## src/rtl/n2r_slice_sched_if.sv

```systemverilog
// n2r_slice_sched_if
//   Handshake bundle between the slice scheduler, the row source, the n2r
//   buffer and the matmul core array.
//   master : the scheduler (drives in_ready, buf_advance, mm_start, mm_valid)
//   slave  : the surrounding datapath (drives in_valid, buf_out_valid,
//            buf_slice_done, mm_ready, mm_done)
interface n2r_slice_sched_if;
  logic in_valid;
  logic in_ready;
  logic buf_advance;
  logic buf_out_valid;
  logic buf_slice_done;
  logic mm_ready;
  logic mm_start;
  logic mm_valid;
  logic mm_done;

  modport master (
    input  in_valid,
    output in_ready,
    output buf_advance,
    input  buf_out_valid,
    input  buf_slice_done,
    input  mm_ready,
    output mm_start,
    output mm_valid,
    input  mm_done
  );

  modport slave (
    output in_valid,
    input  in_ready,
    input  buf_advance,
    output buf_out_valid,
    output buf_slice_done,
    output mm_ready,
    input  mm_start,
    input  mm_valid,
    output mm_done
  );
endinterface

```

## src/rtl/n2r_slice_sched.sv

```systemverilog
// n2r_slice_sched
//   Sequencing controller for one matrix pass: loads ROW rows from upstream
//   into the n2r buffer, then releases them to the matmul cores one slice
//   (BLOCK_SIZE*NUM_CORES rows) at a time, freezing the buffer while the
//   cores are not ready. Owns start/stall/done/error signalling.
// Ports
//   clk, rst_n : clock (rising edge), asynchronous active-low reset
//   start      : begin a pass (sampled only when idle)
//   bus        : n2r_slice_sched_if.master (row, buffer and core handshakes)
//   slice_idx  : slice currently being streamed
//   busy       : pass in progress
//   done       : one-cycle pulse at end of pass
//   err        : sticky protocol error, cleared by an accepted start
// Build option
//   N2R_SLICE_SCHED_WDOG_EN : inactivity watchdog of WDOG_CYCLES cycles in
//   WAIT_MM/STREAM/DRAIN; on expiry sets err and returns to IDLE without done.
module n2r_slice_sched #(
  parameter  int unsigned ROW         = 2754,
  parameter  int unsigned COL         = 256,
  parameter  int unsigned BLOCK_SIZE  = 2,
  parameter  int unsigned NUM_CORES   = 8,
  parameter  int unsigned WDOG_CYCLES = 1024,
  localparam int unsigned SLICE_ROWS  = BLOCK_SIZE * NUM_CORES,
  localparam int unsigned NUM_SLICES  = (ROW + SLICE_ROWS - 1) / SLICE_ROWS,
  localparam int unsigned CHUNKS      = COL / BLOCK_SIZE,
  localparam int unsigned SIDX_W      = (NUM_SLICES > 1) ? $clog2(NUM_SLICES) : 1
) (
  input  logic                  clk,
  input  logic                  rst_n,
  input  logic                  start,
  n2r_slice_sched_if.master     bus,
  output logic [SIDX_W-1:0]     slice_idx,
  output logic                  busy,
  output logic                  done,
  output logic                  err
);

  localparam int unsigned RW = (ROW > 1) ? $clog2(ROW) : 1;
  localparam int unsigned CW = $clog2(CHUNKS) + 1;

  localparam logic [RW-1:0]     ROW_LAST   = RW'(ROW - 1);
  localparam logic [CW-1:0]     CHUNK_LAST = CW'(CHUNKS - 1);
  localparam logic [SIDX_W-1:0] SLICE_LAST = SIDX_W'(NUM_SLICES - 1);

  if (ROW == 0 || BLOCK_SIZE == 0 || NUM_CORES == 0 || CHUNKS == 0 ||
      WDOG_CYCLES == 0) begin : g_bad_cfg
    $error("n2r_slice_sched: invalid parameter set");
  end

  typedef enum logic [2:0] {
    IDLE,
    LOAD,
    WAIT_MM,
    STREAM,
    DRAIN,
    DONE
  } state_t;

  state_t          state;
  logic [RW-1:0]   row_cnt;
  logic [CW-1:0]   chunk_cnt;
  logic            outstanding;  // slice handed to cores, mm_done not yet seen
  logic            wait_done;    // slice streamed, holding in STREAM for mm_done
  logic            mm_start_q;
  logic            mm_valid_q;

`ifdef N2R_SLICE_SCHED_WDOG_EN
  localparam int unsigned WW = (WDOG_CYCLES > 1) ? $clog2(WDOG_CYCLES) : 1;
  localparam logic [WW-1:0] WDOG_LAST = WW'(WDOG_CYCLES - 1);
  logic [WW-1:0] wdog_cnt;
`endif

  assign bus.in_ready    = (state == LOAD);
  assign bus.buf_advance = (state == LOAD) || (state == STREAM && !wait_done);
  assign bus.mm_start    = mm_start_q;
  assign bus.mm_valid    = mm_valid_q;
  assign busy            = (state != IDLE);
  assign done            = (state == DONE);

  // A latched mm_done is simply outstanding==0: mm_done clears it, mm_start
  // sets it, and an mm_done while it is already clear is a protocol error.
  // mm_valid is the registered copy of buf_out_valid so no input reaches an
  // output combinationally.
  always_ff @(posedge clk or negedge rst_n) begin
    if (!rst_n) begin
      state       <= IDLE;
      row_cnt     <= '0;
      chunk_cnt   <= '0;
      slice_idx   <= '0;
      err         <= 1'b0;
      outstanding <= 1'b0;
      wait_done   <= 1'b0;
      mm_start_q  <= 1'b0;
      mm_valid_q  <= 1'b0;
`ifdef N2R_SLICE_SCHED_WDOG_EN
      wdog_cnt    <= '0;
`endif
    end else begin
      mm_start_q <= 1'b0;
      mm_valid_q <= 1'b0;

      if (bus.mm_done) begin
        outstanding <= 1'b0;
      end

      case (state)
        IDLE: begin
          if (start) begin
            state       <= LOAD;
            row_cnt     <= '0;
            chunk_cnt   <= '0;
            slice_idx   <= '0;
            err         <= 1'b0;
            outstanding <= 1'b0;
            wait_done   <= 1'b0;
          end
        end

        LOAD: begin
          if (bus.in_valid) begin
            if (row_cnt == ROW_LAST) begin
              row_cnt <= '0;
              state   <= WAIT_MM;
            end else begin
              row_cnt <= row_cnt + RW'(1);
            end
          end
        end

        WAIT_MM: begin
          if (bus.mm_ready) begin
            state       <= STREAM;
            mm_start_q  <= 1'b1;
            outstanding <= 1'b1;
          end
        end

        STREAM: begin
          if (wait_done) begin
            if (bus.mm_done || !outstanding) begin
              wait_done <= 1'b0;
              state     <= WAIT_MM;
            end
          end else begin
            mm_valid_q <= bus.buf_out_valid;
            if (bus.buf_out_valid && chunk_cnt != '1) begin
              chunk_cnt <= chunk_cnt + CW'(1);
            end
            if (bus.buf_slice_done) begin
              chunk_cnt <= '0;
              if (slice_idx == SLICE_LAST) begin
                state <= DRAIN;
              end else begin
                slice_idx <= slice_idx + SIDX_W'(1);
                if (bus.mm_done || !outstanding) begin
                  state <= WAIT_MM;
                end else begin
                  wait_done <= 1'b1;
                end
              end
            end
          end
        end

        DRAIN: begin
          if (bus.mm_done || !outstanding) begin
            state <= DONE;
          end
        end

        DONE: begin
          state <= IDLE;
        end

        default: begin
          state <= IDLE;
        end
      endcase

      // Error sets come after the start-time clear so a fault in that same
      // cycle is not lost.
      if (bus.mm_done && !outstanding) begin
        err <= 1'b1;
      end
      if (bus.buf_slice_done && (state != STREAM || wait_done)) begin
        err <= 1'b1;
      end
      if (state == STREAM && !wait_done && bus.buf_slice_done &&
          chunk_cnt != CHUNK_LAST) begin
        err <= 1'b1;
      end

`ifdef N2R_SLICE_SCHED_WDOG_EN
      if (state inside {WAIT_MM, STREAM, DRAIN}) begin
        if (bus.buf_out_valid || bus.mm_ready || bus.mm_done) begin
          wdog_cnt <= '0;
        end else if (wdog_cnt == WDOG_LAST) begin
          wdog_cnt   <= '0;
          err        <= 1'b1;
          state      <= IDLE;
          wait_done  <= 1'b0;
          mm_valid_q <= 1'b0;
        end else begin
          wdog_cnt <= wdog_cnt + WW'(1);
        end
      end else begin
        wdog_cnt <= '0;
      end
`endif
    end
  end

endmodule

```

## src/flat_wrapper.sv

```systemverilog
// flat-port wrapper written by rule: the top's interface ports become plain ports
module n2r_slice_sched_flat 
#(
  parameter  int unsigned ROW         = 2754,
  parameter  int unsigned COL         = 256,
  parameter  int unsigned BLOCK_SIZE  = 2,
  parameter  int unsigned NUM_CORES   = 8,
  parameter  int unsigned WDOG_CYCLES = 1024,
  localparam int unsigned SLICE_ROWS  = BLOCK_SIZE * NUM_CORES,
  localparam int unsigned NUM_SLICES  = (ROW + SLICE_ROWS - 1) / SLICE_ROWS,
  localparam int unsigned CHUNKS      = COL / BLOCK_SIZE,
  localparam int unsigned SIDX_W      = (NUM_SLICES > 1) ? $clog2(NUM_SLICES) : 1
)
  (clk, rst_n, start, slice_idx, busy, done, err, bus_in_valid, bus_in_ready, bus_buf_advance, bus_buf_out_valid, bus_buf_slice_done, bus_mm_ready, bus_mm_start, bus_mm_valid, bus_mm_done);
  n2r_slice_sched_if bus_i ();
  input  logic clk;
  input  logic rst_n;
  input  logic start;
  output logic [SIDX_W-1:0] slice_idx;
  output logic busy;
  output logic done;
  output logic err;
  input wire logic [$bits(bus_i.in_valid)-1:0] bus_in_valid;
  output wire logic [$bits(bus_i.in_ready)-1:0] bus_in_ready;
  output wire logic [$bits(bus_i.buf_advance)-1:0] bus_buf_advance;
  input wire logic [$bits(bus_i.buf_out_valid)-1:0] bus_buf_out_valid;
  input wire logic [$bits(bus_i.buf_slice_done)-1:0] bus_buf_slice_done;
  input wire logic [$bits(bus_i.mm_ready)-1:0] bus_mm_ready;
  output wire logic [$bits(bus_i.mm_start)-1:0] bus_mm_start;
  output wire logic [$bits(bus_i.mm_valid)-1:0] bus_mm_valid;
  input wire logic [$bits(bus_i.mm_done)-1:0] bus_mm_done;
  assign bus_i.in_valid = bus_in_valid;
  assign bus_in_ready = bus_i.in_ready;
  assign bus_buf_advance = bus_i.buf_advance;
  assign bus_i.buf_out_valid = bus_buf_out_valid;
  assign bus_i.buf_slice_done = bus_buf_slice_done;
  assign bus_i.mm_ready = bus_mm_ready;
  assign bus_mm_start = bus_i.mm_start;
  assign bus_mm_valid = bus_i.mm_valid;
  assign bus_i.mm_done = bus_mm_done;
  n2r_slice_sched #(.ROW(ROW), .COL(COL), .BLOCK_SIZE(BLOCK_SIZE), .NUM_CORES(NUM_CORES), .WDOG_CYCLES(WDOG_CYCLES)) u_core (.clk(clk), .rst_n(rst_n), .start(start), .bus(bus_i), .slice_idx(slice_idx), .busy(busy), .done(done), .err(err));
endmodule
```

## config.mk

```make
export PLATFORM = sky130hd
export DESIGN_NAME = n2r_slice_sched_flat
export DESIGN_NICKNAME = d
export VERILOG_FILES = /design/src/rtl/n2r_slice_sched_if.sv /design/src/rtl/n2r_slice_sched.sv /design/src/flat_wrapper.sv
export SDC_FILE = /design/constraint.sdc
export NUM_CORES = 1
export LEC_CHECK = 0
export ABC_AREA = 1
export CAP_MARGIN = 15
export CELL_PAD_IN_SITES_DETAIL_PLACEMENT = 0
export CELL_PAD_IN_SITES_GLOBAL_PLACEMENT = 2
export CORE_ASPECT_RATIO = 0.9
export CORE_MARGIN = 4
export CORE_UTILIZATION = 35
export CTS_CLUSTER_SIZE = 25
export DETAILED_ROUTE_END_ITERATION = 12
export PLACE_DENSITY = 0.9
export SLEW_MARGIN = 10
export SYNTH_ARGS = -nofsm -noshare
export SYNTH_HDL_FRONTEND = slang
export SYNTH_SLANG_ARGS = --single-unit
export TNS_END_PERCENT = 10
```

## constraint.sdc

```tcl
create_clock -name clk -period 3.7 [get_ports clk]
set_clock_uncertainty 0.1 [all_clocks]
set_input_delay 0.74 -clock clk [delete_from_list [all_inputs] [get_ports clk]]
set_output_delay 0.74 -clock clk [all_outputs]
set_load 0.01 [all_outputs]
```

==> results.txt <==
----------------------------------------------------
[Floorplan]
  Die Span X ... 93.4 um
  Boundary pin count ... 23
  Area of the placeable core ... ~0.0062 mm^2
  Die Outline Area ... around 0.0079 mm^2
  Effective utilization at floorplan ... a little under two fifths
  Die Span Y ... 84.8 um
  Number of cell rows ... 27

[Min path]
  Worst Hold Class ... flop to flop
  Min-Delay Path Depth ... 2

[Place]
  Count of buffers from port buffering ... 22
  Placed instance area ... approximately 0.0026 mm^2
  Last weighted congestion value of the routability-driven placer ... slightly below 0.8
  HPWL reported at the end of detailed placement ... ~3.9 mm
  Cell count after placement ... around 430

[Finish]
  Number of nets in the layout ... roughly 360
  Number of antenna cells inserted ... 0
  Most frequent cells in the layout ... 98 x sky130_fd_sc_hd__nand2_1, 41 x sky130_fd_sc_hd__inv_1, 37 x sky130_fd_sc_hd__nor2_1
  Most common library cell in the layout ignoring fill and taps ... sky130_fd_sc_hd__nand2_1
  Share of final-layout standard cells stronger than drive strength 1 ... under 10%
  Filler-free cell count of the finished design ... approximately 440
  Area growth from synthesis to layout ... 15.9%
  Final-layout fill cell count ... 671
  Final Cell Area ... between 0.002 and 0.003 mm^2

[Power]
  Worst ir drop on vdd ... about 0.00017 V
  Leakage power figure ... between 0.001 and 0.0015 uW
  Power density over cell area ... about 530 mW/mm^2

[STA]
  Slew of the pin with the lowest slew margin ... slightly above 800 ps
  Final hold viol count ... 0
  Number of pins exceeding their max-slew limit in the final report ... 0
  Final setup violation count ... 0
  Tcrit/Tclk final ... about three quarters
  Minimum clock period ... between 2000 and 3000 ps
  Maximum clock frequency ... between 300 and 400 MHz
  Unrepaired setup endpoints after global routing ... no
  Slew headroom ... 45.8%
  Setup TNS after final layout ... 0 ps

[Detailed routing]
  Drc violations ... 0
  Via density per instance ... 4.69
  DR iter-0 viols ... 128
  Routed via count ... about 2000
  Total detailed-routing wirelength ... around 5.2 mm
  Detailed-routing iteration count for the pre-antenna-repair pass ... 4
  Remaining number of nets flagged by the antenna check after routing ... 0
  Routed wire length per instance ... approximately 12 um

[Clock tree]
  Clock slew seen by the registers of the worst setup and hold paths ... about 70 ps
  Max clock buf depth ... 2
  Buffer cell driving the clock tree root ... sky130_fd_sc_hd__clkbuf_8
  Count of hold-fix buffers inserted at cts ... 0
  TritonCTS clock tree ... built
  Number of setup buffers added after CTS ... 0
  Count of H-tree levels built during CTS ... 2
  Num Clock Sinks ... 36
  Clock latency reported for the late side of the worst-skew pair ... roughly 280 ps
  Num CTS Buffers ... 5
  # resized after CTS ... 0

[Outcome]
  Outcome ... completed

[Global route]
  Busiest metal layer after global routing ... met1
  Total grt overflow ... 0
  GRT Overall Usage ... roughly 15%
  Met1 Resource Use GR ... between 20% and 30%
  Pin count of the biggest net entering global routing ... 37
  Met2 usage ... between 20% and 30%
  Fraction of met3 tracks used by global routing ... 3.37%
  First-pass GRT wire length ... between 9 and 10 mm
  Number of global-route vias before repair ... slightly below 2000
  Antenna violations before repair ... 0

[Logic synthesis]
  Netlist cell types ... 29
  Post-synthesis register bit count ... 36
  Mapped Cells ... about 320
  Synth Net Count ... 337
  Synthesized area per cell ... just over 7 um^2
  Count of synthesis-stage warnings from yosys ... 0
  Post-synthesis cell area ... 0.00230 mm^2
  Proportion of synthesized chip area in sequential cells ... approximately 40%

[Worst setup path]
  Setup Crit Path Kind ... flop to output pin
  Capture instance of the worst register-to-register path ... u_core.slice_idx[6]
  Endpoint class of the critical path ... output pin
  Worst Reg-to-Reg Cells ... 9
  CP required ... 2860 ps
  Endpoint of the most critical setup path ... bus_buf_advance
  Setup crit start ... u_core.state[1]
  Kind of start point of the critical path ... flop
  CP Data Arrival Time ... about 2000 ps
  Setup slack of the worst register-to-register path ... 1810 ps
  Reg-to-reg startpoint ... u_core.state[1]
  Maximum fanout count along the critical path ... 16

[Job]
  Count of max-cap constraint violations ... 0

----------------------------------------------------
-- registers in the layout (all words and copies together), names as in the netlist --
name	cells
u_core.row_cnt	12
u_core.chunk_cnt	8
u_core.slice_idx	8
u_core.state	3
u_core.bus.mm_start	1
u_core.bus.mm_valid	1
u_core.err	1
u_core.outstanding	1
u_core.wait_done	1
-- layout make-up --
class	count	area, um^2	share of cell area, %
tap	87	109	4.09
clock buffer	6	72.6	2.73
multi-input combinational	241	1200	45.0
sequential	36	901	33.9
timing repair buffer	22	215	8.09
clock inverter	1	5.00	0.188
inverter	43	161	6.07
-- worst max-delay path, stage by stage (launching register included) --
cell,delay (ps)
sky130_fd_sc_hd__dfrtp_1,450
sky130_fd_sc_hd__nand2_2,100
sky130_fd_sc_hd__nor2_4,320
sky130_fd_sc_hd__nand2_1,160
sky130_fd_sc_hd__nand2_1,110
sky130_fd_sc_hd__clkdlybuf4s50_1,540
-- logic make-up after synthesis --
group,synth area share [%]
AOI/OAI and AO/OA,8.23
xor gates and xnor gates,2.67
adders and majority gates,2.72
buffers and inverters,8.66
DFF,39.2
and+or+nand+nor,38.5
-- where the power goes --
group,internal [uW],switching [uW]
Combinational,214,431
Sequential,446,54.1
Clock,128,137
-- through the flow --
stage                     utilization, %  power, uW  hold slack [ps]  setup WS (ps)
after floorplan                        -        994              344           1970
after global placement              41.3       1160              385           1220
after detailed placement            41.3       1160              404           1190
after CTS                           42.6       1430              420            863
after global routing                42.6       1560              434            720
final                               42.6       1410              408            894
-- per-layer routing --
layer,up-vias,part of all wire [%]
li1,1091,-
met1,911,56
met2,38,39
met3,6,3.7
met4,0,0.98
met5,-,0
-- how the worst min path moves through the flow --
stage                   startpoint                   to  slack, ps
6_report                u_core.err           u_core.err        410
5_1_grt        u_core.chunk_cnt[6]  u_core.chunk_cnt[6]        430
4_1_cts                 u_core.err           u_core.err        420
3_5_place_dp            u_core.err           u_core.err        400
3_3_place_gp            u_core.err           u_core.err        390
2_1_floorplan                rst_n  u_core.bus.mm_start        340
-- synthesized netlist by cell type --
library cell / instances / area [um^2]
sky130_fd_sc_hd__buf_6: 3 / 33.8
sky130_fd_sc_hd__ha_1: 5 / 62.6
sky130_fd_sc_hd__nand3_2: 2 / 20.0
sky130_fd_sc_hd__nor3_1: 5 / 25.0
sky130_fd_sc_hd__clkinv_1: 1 / 3.75
sky130_fd_sc_hd__nor2_1: 37 / 139
sky130_fd_sc_hd__inv_1: 41 / 154
sky130_fd_sc_hd__nor2_4: 3 / 33.8
sky130_fd_sc_hd__nor2_2: 1 / 6.26
sky130_fd_sc_hd__and2_4: 1 / 8.76
sky130_fd_sc_hd__o21bai_1: 1 / 7.51
sky130_fd_sc_hd__o21ai_2: 6 / 52.6
sky130_fd_sc_hd__clkbuf_1: 1 / 3.75
sky130_fd_sc_hd__o21ai_1: 6 / 30.0
sky130_fd_sc_hd__nand2_2: 2 / 12.5
sky130_fd_sc_hd__a21oi_1: 4 / 20.0
sky130_fd_sc_hd__o21ai_0: 13 / 65.1
sky130_fd_sc_hd__inv_2: 1 / 3.75
sky130_fd_sc_hd__nand3b_1: 1 / 7.51
sky130_fd_sc_hd__nand2_4: 1 / 11.3
sky130_fd_sc_hd__or2_2: 2 / 12.5
sky130_fd_sc_hd__dfrtp_1: 36 / 901
sky130_fd_sc_hd__o22ai_1: 1 / 6.26
sky130_fd_sc_hd__o31ai_1: 1 / 7.51
sky130_fd_sc_hd__nand2_1: 98 / 368
sky130_fd_sc_hd__xnor2_1: 1 / 8.76
sky130_fd_sc_hd__xor2_1: 6 / 52.6
sky130_fd_sc_hd__nand4_1: 15 / 93.8
sky130_fd_sc_hd__nand3_1: 29 / 145
(Power assumes the default switching activity.)
==> RTL edit 1, RTL diff (same flow settings) <==
One comparison of `row_cnt` changes from == to >=.
--- a/src/rtl/n2r_slice_sched.sv
+++ b/src/rtl/n2r_slice_sched.sv
@@ -118,7 +118,7 @@
 
         LOAD: begin
           if (bus.in_valid) begin
-            if (row_cnt == ROW_LAST) begin
+            if (row_cnt >= ROW_LAST) begin
               row_cnt <= '0;
               state   <= WAIT_MM;
             end else begin
Behaviour: no difference found for any inputs over 10 cycles, from zero or initial values and one cycle with rst_n low; that may be too few to reach the edited logic, so the function may still have changed.
==> RTL edit 1 against the unedited design <==
- combinational power is 19% lower
- fmax is 1.1% higher
- area after synthesis is 6.2% lower
- via count is 6.9% lower
- wire length is 5.4% lower
- die area is 5.6% lower
- design area is 4.9% lower
- setup slack better by 0.031 ns
- sequential cell count stayed put
- power is 7.5% lower
- critical path type unchanged
- critical endpoint unchanged
- highest routed layer unchanged
==> RTL edit 1: results (changes against the unedited design) <==
stage	metric	value	unit	change
worst_hold_path	min_to	u_core.chunk_cnt[1]$_DFFE_PN0P_		
placed_design	placed_area	2440	um2	-5.6%
synthesis	synthArstFlopShare	1.00		unchanged
routing	drt_iter0_drc	80		-38%
synthesis	synthAdderAreaFrac	0.0348		+0.00760
routing	num_vias	1905		-6.9%
grt	grt_pass1_vias	1747		-9.6%
synthesis	synth_compound_area_frac	0.0993		+0.0170
cts	clk_path_buf_depth	2		unchanged
timing	setup_slack	0.924	ns	+0.0307 ns
timing	finalSetupViolations	0		unchanged
routing	via_per_inst	4.87		+3.8%
worst_setup_path	arrival	1.94	ns	-0.03 ns
worst_setup_path	slowest_stage	clkdlybuf4s50_1		
synthesis	ys_seq_area_frac	0.418		+0.0257
worst_setup_path	r2r_cells	7		-2
routing	routed_wl	4940	um	-5.4%
cells_and_area	fillCellCount	610		-9.1%
worst_setup_path	regToRegSetupSlack	1.57	ns	-0.24 ns
placed_design	routabilityCongestion	0.791		+0.93%
synthesis	syn_nets	308		-8.6%
cells_and_area	fin_nets	334		-7.7%
outcome	status	finished, final reports clean		
placed_design	port_buffers	22		unchanged
pwr	p_leak	1.23	nW	-0.44%
synthesis	synthTopCellsByCount	nand2_1 (76), inv_1 (38), dfrtp_1 (36)		
pwr	vdd_ir_drop_max	146	uV	-15%
synthesis	synthXorXnorAreaFrac	0.0285		+0.00175
cells_and_area	drive_gt1_frac	0.0530		-0.0215
placed_design	hpwl	3660	um	-7.4%
cts	cts_inserted_buffers	5		unchanged
worst_hold_path	worstHoldStart	u_core.chunk_cnt[1]$_DFFE_PN0P_		
pwr	pg_clk	0.290	mW	+9.4%
grt	grt_pass1_wl	8550	um	-8.9%
grt	grt_usage	0.144		-0.00273
worst_setup_path	crit_start	u_core.state[0]$_DFFE_PN0P_		
synthesis	synth_area_leaders	dfrtp_1 (42%), nand2_1 (13%), nand3_1 (7.0%)		
placed_design	placed_cells	383		-11%
placed_design	pre_cts_slack	1.09	ns	-0.106 ns
cells_and_area	antenna_cells	0		unchanged
synthesis	synth.distinct_cells	27		-6.9%
worst_setup_path	cp_max_fo	9		-7
worst_setup_path	reg2reg_to	u_core.row_cnt[8]$_DFFE_PN0P_		
pwr	p_int	0.777	mW	-1.4%
timing	tightest_slew	0.823	ns	+0.0103 ns
synthesis	synthCells	294		-9.3%
pwr	seq_power_share	0.376		+0.021
worst_setup_path	cp_top_family	simple AND/OR/NAND/NOR gates		
## RTL edit 1: cell count changes in the layout (fill, tap and decap cells not counted), moves of 2 or more
cell,unedited run,this run
o21ai_2,6,0
nand3_2,2,0
nand4_1,15,10
nor2_1,37,32
nand2_1,98,76
o21bai_1,1,3
inv_1,41,38
a21oi_1,4,12
## RTL edit 1: layer usage
metal	global-route usage	share of wire
met1	0.198	0.51
met2	0.226	0.44
met3	0.0335	0.032
met4	0.0505	0.014
met5	0	0
## RTL edit 1: layout make-up
cell class | count | area [um2] | share of cell area
Multi-Input combinational cell | 215 | 1080 | 0.428
Sequential cell | 36 | 901 | 0.356
Timing Repair Buffer | 23 | 223 | 0.0881
Inverter | 39 | 146 | 0.0579
Clock buffer | 8 | 90.1 | 0.0356
Tap cell | 70 | 87.6 | 0.0346
## RTL edit 1: through the flow
stage                     hold WS (ns)  total power [mW]
final                            0.429              1.30
after global routing             0.463              1.41
after CTS                        0.433              1.33
after detailed placement         0.415              1.03
after global placement           0.400              1.03
after floorplan                  0.344             0.856
==> RTL edit 2, RTL diff (same flow settings) <==
Without the edit above. `BLOCK_SIZE` is set to 2 in 2 places; all go to 4.
--- a/src/rtl/n2r_slice_sched.sv
+++ b/src/rtl/n2r_slice_sched.sv
@@ -17,7 +17,7 @@
 module n2r_slice_sched #(
   parameter  int unsigned ROW         = 2754,
   parameter  int unsigned COL         = 256,
-  parameter  int unsigned BLOCK_SIZE  = 2,
+  parameter  int unsigned BLOCK_SIZE  = 4,
   parameter  int unsigned NUM_CORES   = 8,
   parameter  int unsigned WDOG_CYCLES = 1024,
   localparam int unsigned SLICE_ROWS  = BLOCK_SIZE * NUM_CORES,
--- a/src/flat_wrapper.sv
+++ b/src/flat_wrapper.sv
@@ -3,7 +3,7 @@
 #(
   parameter  int unsigned ROW         = 2754,
   parameter  int unsigned COL         = 256,
-  parameter  int unsigned BLOCK_SIZE  = 2,
+  parameter  int unsigned BLOCK_SIZE  = 4,
   parameter  int unsigned NUM_CORES   = 8,
   parameter  int unsigned WDOG_CYCLES = 1024,
   localparam int unsigned SLICE_ROWS  = BLOCK_SIZE * NUM_CORES,
Interface: changed (resized slice_idx); port bits go from 23 to 22. No check against the original RTL was run, so the function may have changed too.
==> RTL edit 2 against the unedited design <==
- area after synthesis is 0.27% lower
- first-iteration DRC count fell by 25%
- cell count decreased by 4.8%
- setup slack worse by 0.14 ns
- design area is 0.71% lower
- highest routed layer unchanged
- sequential cell count is 2 lower
- power up 9.1%
- critical path depth is 1 lower
- global-route usage hardly changed
- wire length decreased by 0.29%
- critical path type unchanged
==> RTL edit 2: results (changes against the unedited design) <==
stage	metric	value	unit	change
routing	drt-pass1-iter-count	6		+2
synthesis	synthAdderAreaFrac	0.0273		+0.0000744
synthesis	synth.distinct_cells	32		+10%
synthesis	synthXorXnorAreaFrac	0.0153		-0.0114
routing	wl_met2	2200	um	+6.6%
worst_setup_path	regToRegSetupSlack	1.61	ns	-0.20 ns
cells_and_area	reg.largest.list	u_core.row_cnt x12, u_core.chunk_cnt x7, u_core.slice_idx x7		
pwr	seq_power_share	0.327		-0.028
synthesis	synth_area_leaders	dfrtp_1 (37%), nand2_1 (15%), inv_1 (5.7%)		
cells_and_area	area_share_nonclk_buffers	0.0777		-0.00321
grt	use_met1	0.210		-0.0197
grt	grt_pass1_vias	1900		-1.7%
timing	fmax	340	MHz	-4.7%
cells_and_area	buffers	21		-4.5%
synthesis	ys_seq_area_frac	0.372		-0.0208
cells_and_area	drive_gt1_frac	0.146		+0.0718
worst_setup_path	r2r_cells	7		-2
worst_setup_path	reg2reg_to	u_core.slice_idx[3]$_DFFE_PN0P_		
pwr	p_leak	1.20	nW	-2.4%
synthesis	synthTopCellsByCount	nand2_1 (91), inv_1 (35), nor2_1 (35)		
cells_and_area	seq_share	0.322		-0.0165
synthesis	synth_compound_area_frac	0.0929		+0.0106
placed_design	port_buffers	21		-4.5%
placed_design	pre_cts_slack	1.07	ns	-0.118 ns
cells_and_area	fin_nets	341		-5.8%
grt	grt_max_degree	35		-5.4%
synthesis	syn_nets	320		-5.0%
synthesis	ys_ff_latch	34		-5.6%
placed_design	routabilityCongestion	0.792		+1.1%
outcome	status	finished, final reports clean		
cells_and_area	non_clock_inverter_count	37		-14%
grt	grt_usage	0.147		about the same
pwr	power_frac_clock	0.238		+0.050
grt	met3_usage	0.0341		+0.000362
grt	grt_pass1_wl	9240	um	-1.5%
cells_and_area	clock_area_frac	0.0426		+0.0135
cells_and_area	fillCellCount	652		-2.8%
routing	via_per_inst	4.67		-0.43%
routing	drt_iter0_drc	96		-25%
routing	wl_met1	2770	um	-5.3%
pwr	vdd_ir_drop_max	160	uV	-6.4%
routing	wl_met3	157	um	-18%
RTL edit 2: cell types whose count changed in the layout (fill, tap and decap cells not counted), moves of 4 or more:
cell,before,now
o21ai_2,6,11
nor2_2,1,8
nand2_1,98,91
o21ai_0,13,7
inv_1,41,35
o21ai_1,6,0
nand3_1,29,22
nand4_1,15,9
nand2_2,2,6
RTL edit 2: metrics by stage:
stage	instances	hold slack [ns]	utilization	instance area (um2)	total power [mW]
6_report	415	0.402	0.423	2640	1.54
3_3_place_gp	408	0.392	0.405	2530	1.19
3_5_place_dp	408	0.389	0.405	2530	1.19
4_1_cts	415	0.408	0.423	2640	1.56
2_1_floorplan	307	0.344	-	2290	1.06
5_1_grt	415	0.465	0.423	2640	1.67
RTL edit 2: worst max-delay path: stages (launching register included):
cell and delay [ns]:
dfrtp_1 0.67, nand3_4 0.23, nor2_1 0.22, or2_2 0.14, clkdlybuf4s50_1 0.53
